## src/rtl/ws2812_chain_if.sv

```systemverilog
// Host-side bundle for ws2812_chain: frame-buffer write port, frame control and status.
interface ws2812_chain_if #(
   parameter int NUM_LEDS = 8
);
   localparam int AW = (NUM_LEDS > 1) ? $clog2(NUM_LEDS) : 1;

   logic          wr_en;
   logic [AW-1:0] wr_addr;
   logic [23:0]   wr_rgb;
   logic          start;
   logic          auto_refresh;
   logic          busy;
   logic          done;

   modport slave  (input  wr_en, wr_addr, wr_rgb, start, auto_refresh, output busy, done);
   modport master (output wr_en, wr_addr, wr_rgb, start, auto_refresh, input  busy, done);
endinterface

```

## src/rtl/ws2812_chain.sv

```systemverilog
// WS2812 chain driver: NUM_LEDS x 24-bit frame buffer serialised as GRB, MSB first,
// LED 0 first, followed by a latch (reset) low period.
module ws2812_chain #(
   parameter int CLK_FRE  = 27_000_000,
   parameter int NUM_LEDS = 8,
   parameter int T1H_NS   = 850,
   parameter int T0H_NS   = 400,
   parameter int TBIT_NS  = 1250,
   parameter int RESET_US = 80
) (
   input  logic           clk,
   input  logic           rst_n,
   ws2812_chain_if.slave  bus,
   output logic           WS2812
);
   localparam int AW   = (NUM_LEDS > 1) ? $clog2(NUM_LEDS) : 1;
   localparam int T1H  = int'((longint'(CLK_FRE) / 1000 * T1H_NS  + 500_000) / 1_000_000);
   localparam int T0H  = int'((longint'(CLK_FRE) / 1000 * T0H_NS  + 500_000) / 1_000_000);
   localparam int TBIT = int'((longint'(CLK_FRE) / 1000 * TBIT_NS + 500_000) / 1_000_000);
   localparam int T1L  = TBIT - T1H;
   localparam int T0L  = TBIT - T0H;
   localparam int TRST = CLK_FRE / 1_000_000 * RESET_US;
   localparam int CMAX = (TRST > TBIT) ? TRST : TBIT;
   localparam int CW   = $clog2(CMAX + 1);

   typedef enum logic [2:0] {IDLE, LOAD, HIGH, LOW, LATCH} state_t;

   state_t        state_q, state_d;
   logic [CW-1:0] cnt_q, cnt_d;
   logic [AW-1:0] idx_q, idx_d;
   logic [4:0]    bit_q, bit_d;
   logic [23:0]   sh_q, sh_d;
   logic [23:0]   fb [NUM_LEDS];
   logic [23:0]   rgb;
   logic [CW-1:0] hi_end, lo_end;
   logic          done_c;

   // Frame buffer is not reset; LOAD reads the pre-write value on a same-cycle hit.
   always_ff @(posedge clk) begin
      if (bus.wr_en && ({1'b0, bus.wr_addr} < (AW+1)'(NUM_LEDS)))
         fb[bus.wr_addr] <= bus.wr_rgb;
   end

   assign rgb = fb[idx_q];

   always_comb begin
      state_d = state_q;
      cnt_d   = cnt_q;
      idx_d   = idx_q;
      bit_d   = bit_q;
      sh_d    = sh_q;
      done_c  = 1'b0;
      hi_end  = sh_q[23] ? CW'(T1H - 1) : CW'(T0H - 1);
      // The last bit of each LED is one cycle short in LOW; the following LOAD
      // (or first LATCH cycle) supplies the missing low cycle.
      lo_end  = (sh_q[23] ? CW'(T1L) : CW'(T0L)) - ((bit_q == 5'd0) ? CW'(2) : CW'(1));
      case (state_q)
         IDLE: begin
            if (bus.start || bus.auto_refresh) begin
               state_d = LOAD;
               idx_d   = '0;
            end
         end
         LOAD: begin
            sh_d    = {rgb[15:8], rgb[23:16], rgb[7:0]};
            bit_d   = 5'd23;
            cnt_d   = '0;
            state_d = HIGH;
         end
         HIGH: begin
            if (cnt_q == hi_end) begin
               cnt_d   = '0;
               state_d = LOW;
            end else begin
               cnt_d = cnt_q + CW'(1);
            end
         end
         LOW: begin
            if (cnt_q == lo_end) begin
               cnt_d = '0;
               if (bit_q == 5'd0) begin
                  if (idx_q == AW'(NUM_LEDS - 1)) begin
                     state_d = LATCH;
                  end else begin
                     idx_d   = idx_q + AW'(1);
                     state_d = LOAD;
                  end
               end else begin
                  bit_d   = bit_q - 5'd1;
                  sh_d    = {sh_q[22:0], 1'b0};
                  state_d = HIGH;
               end
            end else begin
               cnt_d = cnt_q + CW'(1);
            end
         end
         LATCH: begin
            if (cnt_q == CW'(TRST - 1)) begin
               done_c = 1'b1;
               cnt_d  = '0;
               if (bus.auto_refresh) begin
                  idx_d   = '0;
                  state_d = LOAD;
               end else begin
                  state_d = IDLE;
               end
            end else begin
               cnt_d = cnt_q + CW'(1);
            end
         end
         default: state_d = IDLE;
      endcase
   end

   // Reset lands in LATCH so a frame cut short by reset is still terminated.
   always_ff @(posedge clk or negedge rst_n) begin
      if (!rst_n) begin
         state_q <= LATCH;
         cnt_q   <= '0;
         idx_q   <= '0;
         bit_q   <= '0;
         sh_q    <= '0;
      end else begin
         state_q <= state_d;
         cnt_q   <= cnt_d;
         idx_q   <= idx_d;
         bit_q   <= bit_d;
         sh_q    <= sh_d;
      end
   end

   assign WS2812   = (state_q == HIGH);
   assign bus.busy = (state_q != IDLE);
   assign bus.done = done_c;
endmodule
```

## src/flat_wrapper.sv

```systemverilog
// flat-port wrapper written by rule: the top's interface ports become plain ports
module ws2812_chain_flat 
#(
   parameter int CLK_FRE  = 27_000_000,
   parameter int NUM_LEDS = 8,
   parameter int T1H_NS   = 850,
   parameter int T0H_NS   = 400,
   parameter int TBIT_NS  = 1250,
   parameter int RESET_US = 80
)
  (clk, rst_n, WS2812, bus_wr_en, bus_wr_addr, bus_wr_rgb, bus_start, bus_auto_refresh, bus_busy, bus_done);
  ws2812_chain_if #(.NUM_LEDS(NUM_LEDS)) bus_i ();
  input  logic clk;
  input  logic rst_n;
  output logic WS2812;
  input wire logic [$bits(bus_i.wr_en)-1:0] bus_wr_en;
  input wire logic [$bits(bus_i.wr_addr)-1:0] bus_wr_addr;
  input wire logic [$bits(bus_i.wr_rgb)-1:0] bus_wr_rgb;
  input wire logic [$bits(bus_i.start)-1:0] bus_start;
  input wire logic [$bits(bus_i.auto_refresh)-1:0] bus_auto_refresh;
  output wire logic [$bits(bus_i.busy)-1:0] bus_busy;
  output wire logic [$bits(bus_i.done)-1:0] bus_done;
  assign bus_i.wr_en = bus_wr_en;
  assign bus_i.wr_addr = bus_wr_addr;
  assign bus_i.wr_rgb = bus_wr_rgb;
  assign bus_i.start = bus_start;
  assign bus_i.auto_refresh = bus_auto_refresh;
  assign bus_busy = bus_i.busy;
  assign bus_done = bus_i.done;
  ws2812_chain #(.CLK_FRE(CLK_FRE), .NUM_LEDS(NUM_LEDS), .T1H_NS(T1H_NS), .T0H_NS(T0H_NS), .TBIT_NS(TBIT_NS), .RESET_US(RESET_US)) u_core (.clk(clk), .rst_n(rst_n), .bus(bus_i), .WS2812(WS2812));
endmodule
```

## config.mk

```make
export PLATFORM = sky130hd
export DESIGN_NAME = ws2812_chain_flat
export DESIGN_NICKNAME = d
export VERILOG_FILES = /design/src/rtl/ws2812_chain_if.sv /design/src/rtl/ws2812_chain.sv /design/src/flat_wrapper.sv
export SDC_FILE = /design/constraint.sdc
export NUM_CORES = 1
export LEC_CHECK = 0
export CAP_MARGIN = 30
export CORE_MARGIN = 2
export CORE_UTILIZATION = 65
export CTS_CLUSTER_DIAMETER = 40
export DETAILED_ROUTE_END_ITERATION = 6
export GPL_TIMING_DRIVEN = 0
export PLACE_DENSITY_LB_ADDON = 0.3
export SLEW_MARGIN = 20
export SYNTH_ARGS = -nofsm -noshare
export SYNTH_HDL_FRONTEND = slang
export SYNTH_SLANG_ARGS = --single-unit
```

## constraint.sdc

```tcl
create_clock -name clk -period 4.66 [get_ports clk]
set_input_delay 0.932 -clock clk [delete_from_list [all_inputs] [get_ports clk]]
set_output_delay 0.932 -clock clk [all_outputs]
set_load 0.01 [all_outputs]
```

---- Yosys cells after proc, flatten, opt, wreduce, memory -nomap -nowiden ----
Memory sizes are Yosys's and may differ from the RTL's.
Cells that the tools add are included.
word-level totals
  register bits ........................... 47
  memory bits (writable) .................. 192
  input port bits ......................... 32
  output and inout bits ................... 3
  memories kept ........................... 1
cells by class
  add/subtract/negate cells ............... 4
  eq/ne operators ......................... 16
  muxes and demuxes ....................... 32
  reduce and logical (&&, ||, !) cells .... 10
memory list
  memory     depth  width  read ports  clocked after Yosys merged registers in  write ports  line                RTL
  u_core.fb  8      24     1           0                                        1            ws2812_chain.sv:33  logic [23:0] fb [NUM_LEDS];
operators by type and width
  cell                     count
  $mux W24                 2
  $pmux W12 S4             1
  $pmux W24 S2             1
  $mux W12                 3
  $mux W3                  12
  $eq A12 B12 Y1           2
  $mux W5                  4
  $pmux W3 S5              1
  $add A12 B1 Y12 const B  1
  $eq A12 B12 Y1 const B   1
  $sub A12 B12 Y12         1
  $ne A2 B1 Y1 const B     5
  $pmux W5 S2              1
  $pmux W3 S3              1
  $reduce_and A7 Y1        1
  $eq A3 B2 Y1 const B     2
  $eq A3 B3 Y1 const B     2
  $ne A2 B2 Y1 const B     3
  $reduce_bool A3 Y1       2
  $logic_not A5 Y1         1
  $mux W1                  5
  $sub A5 B1 Y5 const B    1
  $reduce_and A4 Y1        1
  $reduce_bool A4 Y1       1
  7 further kinds          7

---- Longest topological paths before layout ----
Gate-level depths: netlist of the first run.
  depth in word-level cells ............... 6
  depth in mapped cells ................... 10
  depth with buffers taken out ............ 8

---- Worst setup path after synthesis of the first run ----
No wires, ideal clock.
  path kind ............................... in2reg
  start ................................... in bus_wr_addr[0]
  end ..................................... mem u_core.fb[0][0] (enable)
  setup time .............................. 0.435 ns
  data arrival time ....................... 2.782 ns
  data required time ...................... 4.225 ns
  setup slack ............................. 1.443 ns
  stages .................................. 2
  buffers on the path ..................... 0
  cell sequence ........................... nand2b_1 -> nor3_1
RTL lines
  element      line                RTL
  from (decl)  flat_wrapper.sv:17  input wire logic [$bits(bus_i.wr_addr)-1:0] bus_wr_addr;
  to (decl)    ws2812_chain.sv:33
Straight into the memory's write port.

---- Worst setup path in the final report of the first run ----
  start ................................... reg u_core.cnt_q[9]
  end ..................................... out bus_done
between the ends
  longest elaborated chain between the ends .. 3
ends and longest elaborated chain
  element                 line                 RTL
  from (decl)             ws2812_chain.sv:29   logic [CW-1:0] cnt_q, cnt_d;
  from (signal assigned)  ws2812_chain.sv:125  cnt_q <= cnt_d;
  $eq A12 B12 Y1          ws2812_chain.sv:98   if (cnt_q == CW'(TRST - 1)) begin
  $mux W1                 ws2812_chain.sv:98
  $mux W1                 ws2812_chain.sv:57   case (state_q)
  to (decl)               flat_wrapper.sv:22   output wire logic [$bits(bus_i.done)-1:0] bus_done;
Every way passes these cells.

==> impl_metrics.ini, run 1 <==
[clock_network]
clk_latency_ns = 0.55
ctsRootBufferMaster = clkbuf_16
clkTransAtPathRegs_ns = 0.06
clk_path_buf_depth = 3
postCtsHoldBufs = 0
cts_setup_buffers = 0
cts_tree = done
cts.sinks = 239
cts_inserted_buffers = 29
post_cts_resize_count = 0
cts_max_level = 1

[layout]
syn_to_final_growth_pct = 19.4
drive_gt1_share_pct = 19.6
layout_common_cells = edfxtp_1 (192), mux4_2 (48), dfrtp_1 (46)
nFillCells = 729
instances_no_fill = 878
layout.nets = 709
layout_commonest_cell = edfxtp_1
n_antenna_cell = 0
fin_area_sq_um = 11600

[placement]
gp_congestion = 0.852
dp_cells = 824
dpl_cell_area_sq_um = 10600
io_buffers = 34
dp.final_hpwl_microns = 13400

[routing]
vias = 5714
drtIter0Drc = 622
drtAntennaViolNets = 0
post-route-drc-count = 0
wl_per_cell_microns = 24.7
wl_microns = 21700
drtPass1Iterations = 5
vias_per_cell = 6.51

[floorplan]
coreArea_sq_um = 14600
dieArea_sq_um = 16000
rows = 44
pin_count = 35
die_w_microns = 126
die_y_microns = 126
start_util_pct = 66.8

[timing]
hold_viol = 0
worstMarginPinSlew_ns = 0.982
fmax_mhz = 302
finalCritPeriodShare_pct = 71.0
drv_slew = 0
fin_crit_ns = 3.31
setup_viol = 0
rsz0062_at_grt = false
skew_ns = 0.0157
setup_tns_ns = 0
slew_headroom_pct = 34.5

[critical_path]
r2r_cells = 10
end_kind = primary output
critPathMaxFanout = 6
worstPathRequired_ns = 3.73
crit_path_start_kind = register
worstPathArrival_ns = 2.38
criticalPathCategory = reg2out

[power_and_ir_drop]
p_leak_uw = 0.00411
peakVddDrop_v = 0.000380
power_per_cell_area_nw_per_um2 = 505
total_power_uw = 5870

[synth]
syn_avg_cell_area_sq_um = 16.5
syn_nets = 628
syn_area_sq_um = 9750
yosysSeqAreaShare_pct = 71.2
ys_warn_count = 0
syn_inst = 590
yosys_register_bits = 239
synth_cell_types = 50
yosys_most_used_dff = edfxtp_1
synth_edf_count = 192
async_reset_ff_share_pct = 19.7

[status]
outcome = finished, final reports clean

[grt]
grt_pass1_wl_microns = 33700
grt_max_degree = 31
grt_pass1_vias = 6107
overflow = 0
grtUsageTotal_pct = 28.3
antenna_found_initial = 0

[job]
drv_cap = 0

[worst_hold_path]
hold_path_class = in2async
==> Yosys cell counts, types with 2 or more instances <==
| master | instances | area, sq um |
|---|---|---|
| a21o_1 | 7 | 52.6 |
| a21oi_1 | 29 | 145 |
| and3_1 | 4 | 25.0 |
| buf_1 | 6 | 22.5 |
| clkbuf_1 | 24 | 90.1 |
| dfrtp_1 | 46 | 1150 |
| edfxtp_1 | 192 | 5770 |
| ha_1 | 6 | 75.1 |
| inv_1 | 9 | 33.8 |
| mux2i_1 | 27 | 270 |
| mux4_2 | 48 | 1080 |
| nand2_1 | 42 | 158 |
| nand2b_1 | 6 | 37.5 |
| nand3_1 | 6 | 30.0 |
| nor2_1 | 40 | 150 |
| nor2b_1 | 4 | 25.0 |
| nor3_1 | 8 | 40.0 |
| nor3b_1 | 5 | 37.5 |
| nor4_1 | 3 | 18.8 |
| nor4b_1 | 2 | 17.5 |
| o211ai_1 | 2 | 15.0 |
| o21ai_0 | 38 | 190 |
| o21ai_1 | 2 | 10.0 |
| o31ai_1 | 2 | 15.0 |
| or3_1 | 5 | 31.3 |
| or4_4 | 2 | 22.5 |
| xor2_1 | 2 | 17.5 |
==> worst max-delay path, cell delays in order (launching register included) <==
cell,delay (ns)
dfrtp_1,0.43
or4_4,0.58
nor4_1,0.24
clkdlybuf4s50_1,0.58
==> stage by stage <==
stage	worst slack [ns]	util, %	hold WS (ns)
after floorplan	1.44	-	0.450
after global placement	-0.518	70.7	0.465
after detailed placement	1.70	72.9	0.478
after CTS	1.33	79.8	0.335
after global routing	1.28	79.8	0.348
final	1.35	79.8	0.323
==> sequential cells by signal, indices dropped and copies added, names as in the netlist <==
name	cells
u_core.sh_q	24
u_core.idx_q	3
u_core.bit_q	5
u_core.fb	192
u_core.state_q	3
u_core.cnt_q	12
==> layout make-up <==
class	instances	area (sq um)	area share, %
buffer	33	136	1.17
clock buffer	33	783	6.73
clock inverter	21	214	1.84
inverter	9	33.8	0.290
multi-input combinational	309	2690	23.1
sequential	239	6940	59.7
tap	184	230	1.98
timing repair buffer	50	607	5.22
==> report_power, final <==
part           leakage (uW)  internal [uW]  switching, uW
clock              0.000491           1350            910
sequential          0.00233           2510            126
combinational       0.00130            396            584
total               0.00411           4250           1620
==> worst paths after layout <==
check / start / end / slack, ns
max: u_core.cnt_q[9] / bus_done / 1.35
min: rst_n / u_core.cnt_q[4] / 0.32
max reg2reg: u_core.bit_q[0] / u_core.sh_q[16] / 1.51
min reg2reg: u_core.sh_q[20] / u_core.sh_q[20] / 0.50
max in group asynchronous: rst_n / u_core.sh_q[18] / 3.80
min in group clk: u_core.sh_q[20] / u_core.sh_q[20] / 0.50
==> logic make-up (layout without fill, tap and decap cells) <==
kind of cell / after synthesis / in the layout / share of synthesized area [%]
AND/OR/NAND/NOR: 135 / 135 / 6.75
flip-flops: 239 / 239 / 71.2
XOR/XNOR: 3 / 3 / 0.270
AO/OA/AOI/OAI: 88 / 88 / 5.08
adder cells (fa/ha/maj): 6 / 6 / 0.770
multiplexers: 77 / 77 / 14.1
buffers and inverters: 42 / 146 / 1.75
==> per-layer routing <==
metal	global-route usage, %	vias to the layer above	share of wire [%]
met2	49.1	311	52
met3	5.57	71	7.5
met1	36.0	2865	37
met4	10.1	0	3.1
li1	-	2467	-
met5	0	-	0
Note: power is estimated with default switching activity, not from simulation.
==> run 2, diff against run 1 <==
--- a/config.mk
+++ b/config.mk
@@ -7,7 +7,7 @@
 export LEC_CHECK = 0
 export CAP_MARGIN = 30
 export CORE_MARGIN = 2
-export CORE_UTILIZATION = 65
+export CORE_UTILIZATION = 61
 export CTS_CLUSTER_DIAMETER = 40
 export DETAILED_ROUTE_END_ITERATION = 6
 export GPL_TIMING_DRIVEN = 0
==> constraint.sdc (replaced) <==
create_clock -name clk -period 3.3 [get_ports clk]
set_input_delay 0.66 -clock clk [delete_from_list [all_inputs] [get_ports clk]]
set_output_delay 0.66 -clock clk [all_outputs]
set_load 0.01 [all_outputs]
==> run 2 against run 1 <==
Sequential cell count is the same. Power grew 42%. Core utilization decreased by 5.5 points. Sequential power rose by 41%. Count of clock-buffer cells in the layout decreased by 2. Die area up 6.3%. Final area increased by 0.58%. Sequential share of layout area down 0.34 points. Combinational power grew 40%. Register-to-register slack got worse by 1.2 ns. Final cell count grew 4.0%. Critical path depth is the same. Critical path type unchanged. Critical endpoint unchanged. Largest power group unchanged.
==> impl_metrics.ini, run 2 (synthesis results as in run 1) <==
[critical_path]
worstPathArrival_ns = 2.38
path_buf_inv = 1
crit_path_start_kind = register
critPathMaxFanout = 6
cp_cell_sequence = or4_4 > nor4_1 > clkdlybuf4s50_1
critPathMaxStageDelay_ns = 0.59
worst-path-stages = 3
worstPathRequired_ns = 2.64
criticalPathCategory = reg2out
crit_family = simple AND/OR/NAND/NOR gates
end_kind = primary output
r2r_setup_slack_ns = 0.31
crit_slowest_cell = clkdlybuf4s50_1
r2r_cells = 10

[clock_network]
cts_max_level = 1
clk_latency_ns = 0.53
cts_setup_buffers = 0
post_cts_resize_count = 0
clk_path_buf_depth = 3
ctsRootBufferMaster = clkbuf_16
cts.sinks = 239
cts_tree = done
clkTransAtPathRegs_ns = 0.06
postCtsHoldBufs = 0
cts_inserted_buffers = 30

[placement]
gp_congestion = 0.847
dp.final_hpwl_microns = 13100
dp_cells = 856
io_buffers = 34

[power_and_ir_drop]
p_leak_uw = 0.00413
power_per_cell_area_nw_per_um2 = 714
peakVddDrop_v = 0.000461

[routing]
vias = 5534
drtIter0Drc = 411
post-route-drc-count = 0
wl_microns = 20400
drtAntennaViolNets = 0
drtPass1Iterations = 5
wl_per_cell_microns = 22.4
vias_per_cell = 6.06

[grt]
overflow = 0
grt_pass1_wl_microns = 32100
grt_max_degree = 32
grtUsageTotal_pct = 25.7
grt_pass1_vias = 5838
antenna_found_initial = 0

[status]
outcome = finished, final reports clean

[layout]
instances_no_fill = 913
largestRegisters = u_core.fb (192), u_core.sh_q (24), u_core.cnt_q (12)
top_register = u_core.fb
syn_to_final_growth_pct = 20.1
layout.nets = 711
drive_gt1_share_pct = 20.1
layout_common_cells = edfxtp_1 (192), mux4_2 (48), dfrtp_1 (46)
largest_reg_flops = 192
n_antenna_cell = 0
layout_commonest_cell = edfxtp_1

[timing]
finalCritPeriodShare_pct = 92.3
fmax_mhz = 328
drv_slew = 0
setup_viol = 0
hold_viol = 0
slew_headroom_pct = 31.1
timing.hold.ws_ns = 0.0648
skew_ns = 0.0118
worstMarginPinSlew_ns = 1.03
setup_tns_ns = 0
rsz0062_at_grt = false
fin_crit_ns = 3.04

[job]
drv_cap = 0

[floorplan]
die_w_microns = 130
start_util_pct = 61.8
pin_count = 35
die_y_microns = 130
coreArea_sq_um = 15800
dieArea_sq_um = 17000
rows = 46

[worst_hold_path]
hold_path_class = in2async
-- run 2: per-layer routing --
metal	wire (microns)	part of all wire [%]	global-route usage [%]	up-vias
li1	-	-	-	2469
met1	8150	40	34.3	2820
met2	10500	51	45.2	212
met3	1380	6.8	4.32	33
met4	390	1.9	6.07	0
met5	0	0	0	-
-- run 2: worst paths after layout --
kind,start,end
max,u_core.cnt_q[9],bus_done
min reg2reg,u_core.sh_q[22],u_core.sh_q[22]
min in group clk,u_core.sh_q[22],u_core.sh_q[22]
max reg2reg,u_core.bit_q[0],u_core.sh_q[1]
max in group asynchronous,rst_n,u_core.sh_q[16]
min,rst_n,u_core.state_q[1]
-- run 2: report_power, final --
group | internal, uW | switching (uW)
clock | 1990 | 1290
sequential | 3540 | 173
combinational | 560 | 811
total | 6090 | 2270
-- run 2: layout make-up --
type                    instances  area, sq um
inverters                       9         33.8
clock buffers                  31          776
clock inverters                25          255
fillers                       935         4070
flip-flops and latches        239         6940
repair buffers                 51          599
plain buffers                  33          138
well taps                     216          270
multi-input cells             309         2690
-- run 2: through the flow --
stage,total power [uW],util (%),setup slack (ns),area (sq um)
CTS,8370,74.1,0.235,11700
floorplan,4620,-,0.355,9750
finish,8360,74.2,0.255,11700
global route,8690,74.2,0.0501,11700
detailed placement,5090,67.6,0.408,10700
global placement,4950,65.7,-1.61,10400
